`config.mk`:
```
export PLATFORM = sky130hd
export DESIGN_NAME = mem_responder
export DESIGN_NICKNAME = d
export VERILOG_FILES = /design/src/rtl/mem_responder.sv
export SDC_FILE = /design/constraint.sdc
export NUM_CORES = 2
export LEC_CHECK = 0
export ABC_CLOCK_PERIOD_IN_PS = 3700
export CAP_MARGIN = 30
export CORE_MARGIN = 3
export CORE_UTILIZATION = 56
export CTS_CLUSTER_SIZE = 12
export DETAILED_ROUTE_END_ITERATION = 16
export PLACE_DENSITY = 0.75
export SLEW_MARGIN = 20
export SYNTH_ARGS = -nofsm -noshare
export SYNTH_HDL_FRONTEND = slang
export SYNTH_SLANG_ARGS = --single-unit
export TNS_END_PERCENT = 30
```
`constraint.sdc`:
```
create_clock -name clk -period 3.7 [get_ports clk]
set_clock_uncertainty 0.1 [all_clocks]
set_input_delay 1.11 -clock clk [delete_from_list [all_inputs] [get_ports clk]]
set_output_delay 1.11 -clock clk [all_outputs]
set_load 0.005 [all_outputs]
```
`src/rtl/mem_responder.sv`:
```
// Unified word memory responder with fixed access latency and ready pulse.
// Requests are captured in IDLE; WAIT counts down; RESP pulses ready.
module mem_responder #(
    parameter int    DEPTH_WORDS = 64,
    parameter int    LATENCY     = 2,
    parameter string INIT_FILE   = ""
) (
    input  logic        clk,
    input  logic        reset,
    input  logic        memread,
    input  logic        memwrite,
    input  logic [31:0] adr,
    input  logic [31:0] wd,
    output logic [31:0] rd,
    output logic        ready,
    output logic        busy,
    output logic        err
);
    localparam int AW = $clog2(DEPTH_WORDS);

    typedef enum logic [1:0] {
        IDLE = 2'd0,
        WAIT = 2'd1,
        RESP = 2'd2
    } state_t;

    state_t          state;
    state_t          state_next;
    logic [3:0]      count;
    logic [3:0]      count_next;
    logic [AW-1:0]   idx;
    logic [31:0]     wdata;
    logic            op_write;
    logic            accept;
    logic            load_rd;
    logic [AW-1:0]   rd_idx;
    logic            unused;
    logic [31:0]     mem [DEPTH_WORDS];

    // Address bits above the word index wrap silently.
    assign unused = ^adr[31:AW+2];

    always_comb begin
        state_next = state;
        count_next = count;
        accept     = 1'b0;
        case (state)
            IDLE: begin
                if (memread || memwrite) begin
                    accept = 1'b1;
                    if (LATENCY == 1) begin
                        state_next = RESP;
                    end else begin
                        state_next = WAIT;
                        count_next = 4'(LATENCY - 1);
                    end
                end
            end
            WAIT: begin
                if (count <= 4'd1) begin
                    state_next = RESP;
                end else begin
                    count_next = count - 4'd1;
                end
            end
            RESP:    state_next = IDLE;
            default: state_next = IDLE;
        endcase
    end

    // With LATENCY=1 the read goes straight from IDLE, so use live inputs.
    assign rd_idx  = accept ? adr[AW+1:2] : idx;
    assign load_rd = (state_next == RESP) && (state != RESP)
                     && !(accept ? memwrite : op_write);

    assign ready = (state == RESP);
    assign busy  = (state == WAIT) || (state == RESP);

    always_ff @(posedge clk) begin
        if (reset) begin
            state    <= IDLE;
            count    <= 4'd0;
            idx      <= '0;
            wdata    <= 32'd0;
            op_write <= 1'b0;
            rd       <= 32'd0;
            err      <= 1'b0;
        end else begin
            state <= state_next;
            count <= count_next;
            if (accept) begin
                idx      <= adr[AW+1:2];
                wdata    <= wd;
                op_write <= memwrite;
                if ((memread && memwrite) || (adr[1:0] != 2'b00)) begin
                    err <= 1'b1;
                end
            end
            if (load_rd) begin
                rd <= mem[rd_idx];
            end
        end
    end

    always_ff @(posedge clk) begin
        if (!reset && state == RESP && op_write) begin
            mem[idx] <= wdata;
        end
    end
endmodule
```
== Word level (Yosys, flattened, before mapping) ==
Memory sizes are Yosys's and may differ from the RTL's. A register that Yosys moved wholly into a read port is not among the register bits.
Index checks and enable logic that the tools add are counted.

* Output and inout port bits: 35
* Memories: 1
* RAM bits: 2048
* Bits of input ports: 68
* Register bits: 46

* Eq/ne operators: 6
* Reduce and logical (&&, ||, !) cells: 15
* Order comparisons: 1
* Multiplexer cells: 12
* Add/sub/neg operators: 1

{| class="wikitable"
|+ Memory list
! memory !! words !! bits a word !! read ports !! clocked after memory_dff !! write ports !! RTL line !! text
|-
| mem || 64 || 32 || 1 || 1 || 1 || 38 || <nowiki>logic [31:0] mem [DEPTH_WORDS];</nowiki>
|}

{| class="wikitable"
|+ Operators with widths
! kind !! count
|-
| $mux 4 || 2
|-
| $pmux 4 s2 || 1
|-
| $mux 6 || 1
|-
| $ne 2x2->1 const B || 3
|-
| $logic_and 1x1->1 || 5
|-
| $mux 1 || 5
|-
| $eq 2x2->1 const B || 2
|-
| $le 4x1->1 const B || 1
|-
| $mux 2 || 2
|-
| $pmux 2 s2 || 1
|-
| $reduce_bool 2->1 || 2
|-
| $sub 4x1->4 const B || 1
|-
| $logic_or 1x1->1 || 3
|-
| $reduce_and 3->1 || 1
|-
| $eq 2x1->1 const B || 1
|-
| $logic_not 1->1 || 2
|-
| $logic_not 2->1 || 1
|-
| $reduce_and 2->1 || 1
|}

== Logic depth before layout (Yosys ltp) ==
* Depth in word-level cells: 6
* Gate-level depth with buffers: 16

== Worst setup path after synthesis ==
Ideal clock, no wire load.

* Path type: input to register
* Start: input reset
* End: memory mem[55][0] (enable)
* Slack: -0.142 ns
* Stages: 4
* Path buffers: 1
* Data arrival time: 3.321 ns
* Setup time: 0.421 ns
* Path through: clkbuf_1 nor3b_1 nand3_1 nor2_1

* Longest elaborated chain between the ends: 5

{| class="wikitable"
|+ RTL lines
! what !! RTL line !! text
|-
| start, declared || 9 || <nowiki>input logic reset,</nowiki>
|-
| $logic_not 1->1 || 106 || <nowiki>if (!reset && state == RESP && op_write) begin</nowiki>
|-
| $logic_and 1x1->1 (2 in series) || 106 ||
|-
| $mux 1 || 106 ||
|-
| $mux 1 (not written as such) || 107 || <nowiki>mem[idx] <= wdata;</nowiki>
|-
| end, declared || 38 ||
|}

No other way between the ends.

== Worst setup path in the final report ==
* Start: register state[0]
* End: register rd[21] (read register of mem)

* Longest elaborated chain between the ends: 5
* Elaborated cells on any way between the ends: 13

{| class="wikitable"
|+ RTL lines
! what !! RTL line !! text
|-
| start, declared || 27 || <nowiki>state_t state;</nowiki>
|-
| start signal, assigned || 89 || <nowiki>state <= state_next;</nowiki>
|-
| $eq 2x1->1 (tied with other cells) || 47 || <nowiki>case (state)</nowiki>
|-
| $pmux 2 s2 / $mux 1 (equally long branches) || 47 ||
|-
| $eq 2x2->1 / $mux 1 (equally long branches) || -- ||
|-
| $logic_and 1x1->1 / $logic_not 1->1 (equally long branches) || 73, 74 ||
|-
| $logic_and 1x1->1 || 74 || <nowiki>&& !(accept ? memwrite : op_write);</nowiki>
|-
| end, declared || 14 || <nowiki>output logic [31:0] rd,</nowiki>
|}

Several ways; a longest one is shown, not always the timed one.
A chain may end at the register's enable or synchronous reset.

==> summary.txt <==
Clock network
  • CTS Buf Count: 203
  • CTS Sinks: 2126
  • Worst-path clk slew: 60 ps
  • CTS max path bufs: 3
  • Clk_lat worst skew: 850 ps
  • H-tree depth: 4
  • Clock Tree Root: clkbuf_16
  • CTS tree: built
  • Post-cts hold buffer count: 0

Timing
  • Fin crit period: 3560 ps
  • Final Hold Fails: 0
  • Worst Max-Slew Pin Slew: 1020 ps
  • Hold_ws: 382 ps
  • Final setup vio count: 0
  • Final Max Slew Viols: 0
  • FMAX: 0.281 GHz
  • Final setup TNS: 0 ps
  • Worst rel slew slack: 32.3%
  • Unrepaired setup endpoints after global routing: false
  • Period utilization: 96.2%

Finish
  • Design area: 0.0973 mm^2
  • Final #Nets: 6233
  • Fin cells: 8223
  • Fillers: 9399
  • Footprint of the multi-input gates: 0.0187 mm^2
  • Register Area: 0.0631 mm^2
  • Area delta synth->final: 17.0%
  • Layout cells sized above 1: 14.4%

Logic synthesis
  • Post-Syn Instances: 5724
  • Largest cells by area after synthesis: edfxtp_1, nand2_1, mux2i_1
  • Synth top cells by count: edfxtp_1, nand2_1, nand3_1
  • Mapped Nets: 5797
  • FFs w/ async S/R, synth: 0%
  • Most frequent cell after synthesis: edfxtp_1
  • EDFF count, synth: 2048
  • Predominant post-synthesis flop cell: edfxtp_1
  • Synth warn: 0
  • Mapped Area: 0.0832 mm^2
  • Register area share after synthesis: 75.8%
  • Synth area leader: edfxtp_1
  • Post-Syn Area per Cell: 14.5 um^2
  • Top cell type's share of synthesized area: 74.0%
  • Synth cell types: 55
  • #FFs+latches synth: 2126

Global routing
  • Global route overflow: 0
  • Initial antenna violation count: 3
  • Vias in the first global route: 51800
  • Largest net degree at the start of global routing: 66
  • Tot GR Track Use: 29.0%
  • First-pass GRT wire length: 327 mm

Worst setup path
  • Crit-path max FO: 10
  • CP most frequent cell: buf_4
  • CP Cell Sequence: inv_1, ha_2, o21ai_4, buf_12, a21oi_4, buf_4, buf_12, buf_4, buf_4, mux2i_1, o22ai_1, nor4_1, a22o_1, a2111oi_2
  • Startpoint Class: register
  • Crit path DAT: 4180 ps
  • Required @ worst endpoint: 4320 ps
  • Critical path's top delay family: buffers and inverters
  • Slowest CP cell: nor4_1
  • Slowest cell delay on critical path: 470 ps
  • CP Class: register to register
  • Critical path capture point type: register
  • CP bufs+invs: 6

Hold path
  • Worst min-delay path class: register to register

Pwr
  • Sw Ratio: 26.4%
  • Psw: 14.7 mW
  • Comb pwr share: 16.6%
  • Reg power frac: 49.1%
  • Total power divided by cell area: 573 mW/mm^2
  • Clock share of power: 34.3%
  • LEAKAGE: 34.8 nW
  • IR drop worst, VDD: 0.471 mV
  • Pint: 41.0 mW

Detailed routing
  • Routed wire per std cell: 27.1 um
  • Vias per cell: 6.36
  • WL final: 223 mm
  • Initial DRC Count: 6550
  • # DRC: 0
  • Final ANT Viol Nets: 0
  • DR pass1 iterations: 6
  • Routed via count: 52300

Die
  • Chip width: 391 um
  • Die area: 0.153 mm^2
  • FP Rows: 140
  • I/O pin count: 103
  • Core area: 0.147 mm^2
  • Height of the chip: 391 um
  • Initial Util: 56.7%

Placement
  • GP Congestion: 0.832
  • Inst Count DP: 7863
  • Post-DP Area: 0.0911 mm^2
  • HPWL Detailed: 130 mm
  • Port bufs: 78

Run status
  • Outcome: finished clean

Flow run
  • Maxcap violations: 0
[logic make-up after synthesis]
family,share of synthesized area [%]
and+or+nand+nor,10.3
DFF,75.8
xor gates and xnor gates,0.0211
muxes,5.32
AOI/OAI and AO/OA,5.95
buffers and inverters,2.48
adders and majority gates,0.0752
[metal layers]
layer / up-vias / global-route usage (%) / wire length (um)
met5: - / 0 / 0
met4: 0 / 14.7 / 11100
met3: 576 / 5.05 / 23600
met2: 3259 / 46.5 / 107000
met1: 25900 / 38.7 / 81800
li1: 22500 / - / -
[cell usage in the layout, fill, tap and decap left out, drive strengths merged, types with 7 or more instances in the layout]
master / instances
edfxtp: 2048
a311oi: 50
nand3: 468
dfxtp: 78
a2111oi: 21
a22o: 21
clkbuf: 319
nor4: 65
a32oi: 46
mux2i: 433
nor2: 90
and3b: 7
nand2: 1296
nand4: 9
and3: 50
buf: 524
a21oi: 197
o21ai: 42
inv: 49
a211oi: 73
clkdlybuf4s50: 75
a31oi: 116
o221ai: 18
o22ai: 126
clkinv: 22
[area by class of cell]
type	instances	share of cell area, %
Sequential cell	2126	64.8
Clock inverter	31	0.427
Timing Repair Buffer	601	7.16
Clock buffer	319	5.76
Inverter	42	0.162
Tap cell	1917	2.46
Antenna cell	1	0.00257
Multi-Input combinational cell	3186	19.2
[final timing paths]
kind / startpoint / endpoint / cells after the start / slack (ps)
min: op_write / op_write / 2 / 380
max: state[0] / rd[21] / 14 / 140
min reg2reg: op_write / op_write / 2 / 380
max reg2reg: state[0] / rd[21] / 14 / 140
[flip-flops by register name, summed over array words and instances (netlist names)]
register  count
rd           32
err           1
idx           6
state         2
op_write      1
count         4
mem        2048
wdata        32
[power groups by stage]
stage | Clock (mW) | Combinational [mW] | Sequential, mW
2_1_floorplan | 0 | 4.84 | 27.9
3_3_place_gp | 0 | 8.44 | 28.1
3_5_place_dp | 0 | 8.91 | 28.0
4_1_cts | 19.3 | 8.99 | 27.5
5_1_grt | 20.2 | 9.78 | 27.4
6_report | 19.1 | 9.24 | 27.4
[worst register-to-register path, delay by kind of cell (launching register included)]
| family | cells | cell delay [ps] |
|---|---|---|
| compound gates | 5 | 970 |
| fa+ha+maj | 1 | 310 |
| buf+inv | 6 | 1020 |
| flops | 1 | 340 |
| mux | 1 | 220 |
| simple gates | 1 | 470 |
[metrics by stage]
step | total power [mW] | worst slack, ps | utilization (%)
after floorplan | 32.8 | -142 | -
after global placement | 36.6 | -1070 | 62.0
after detailed placement | 36.9 | -1200 | 62.1
after CTS | 55.7 | -5.84 | 66.3
after global routing | 57.3 | 40.4 | 66.4
final | 55.7 | 142 | 66.4
[timing repair]
action                     4_1_cts  5_1_grt
pin swaps                        0        1
setup endpoints to repair        5       20
setup buffers                    0        2
resized for setup                6        4
Power figures use the tool's default switching activity.
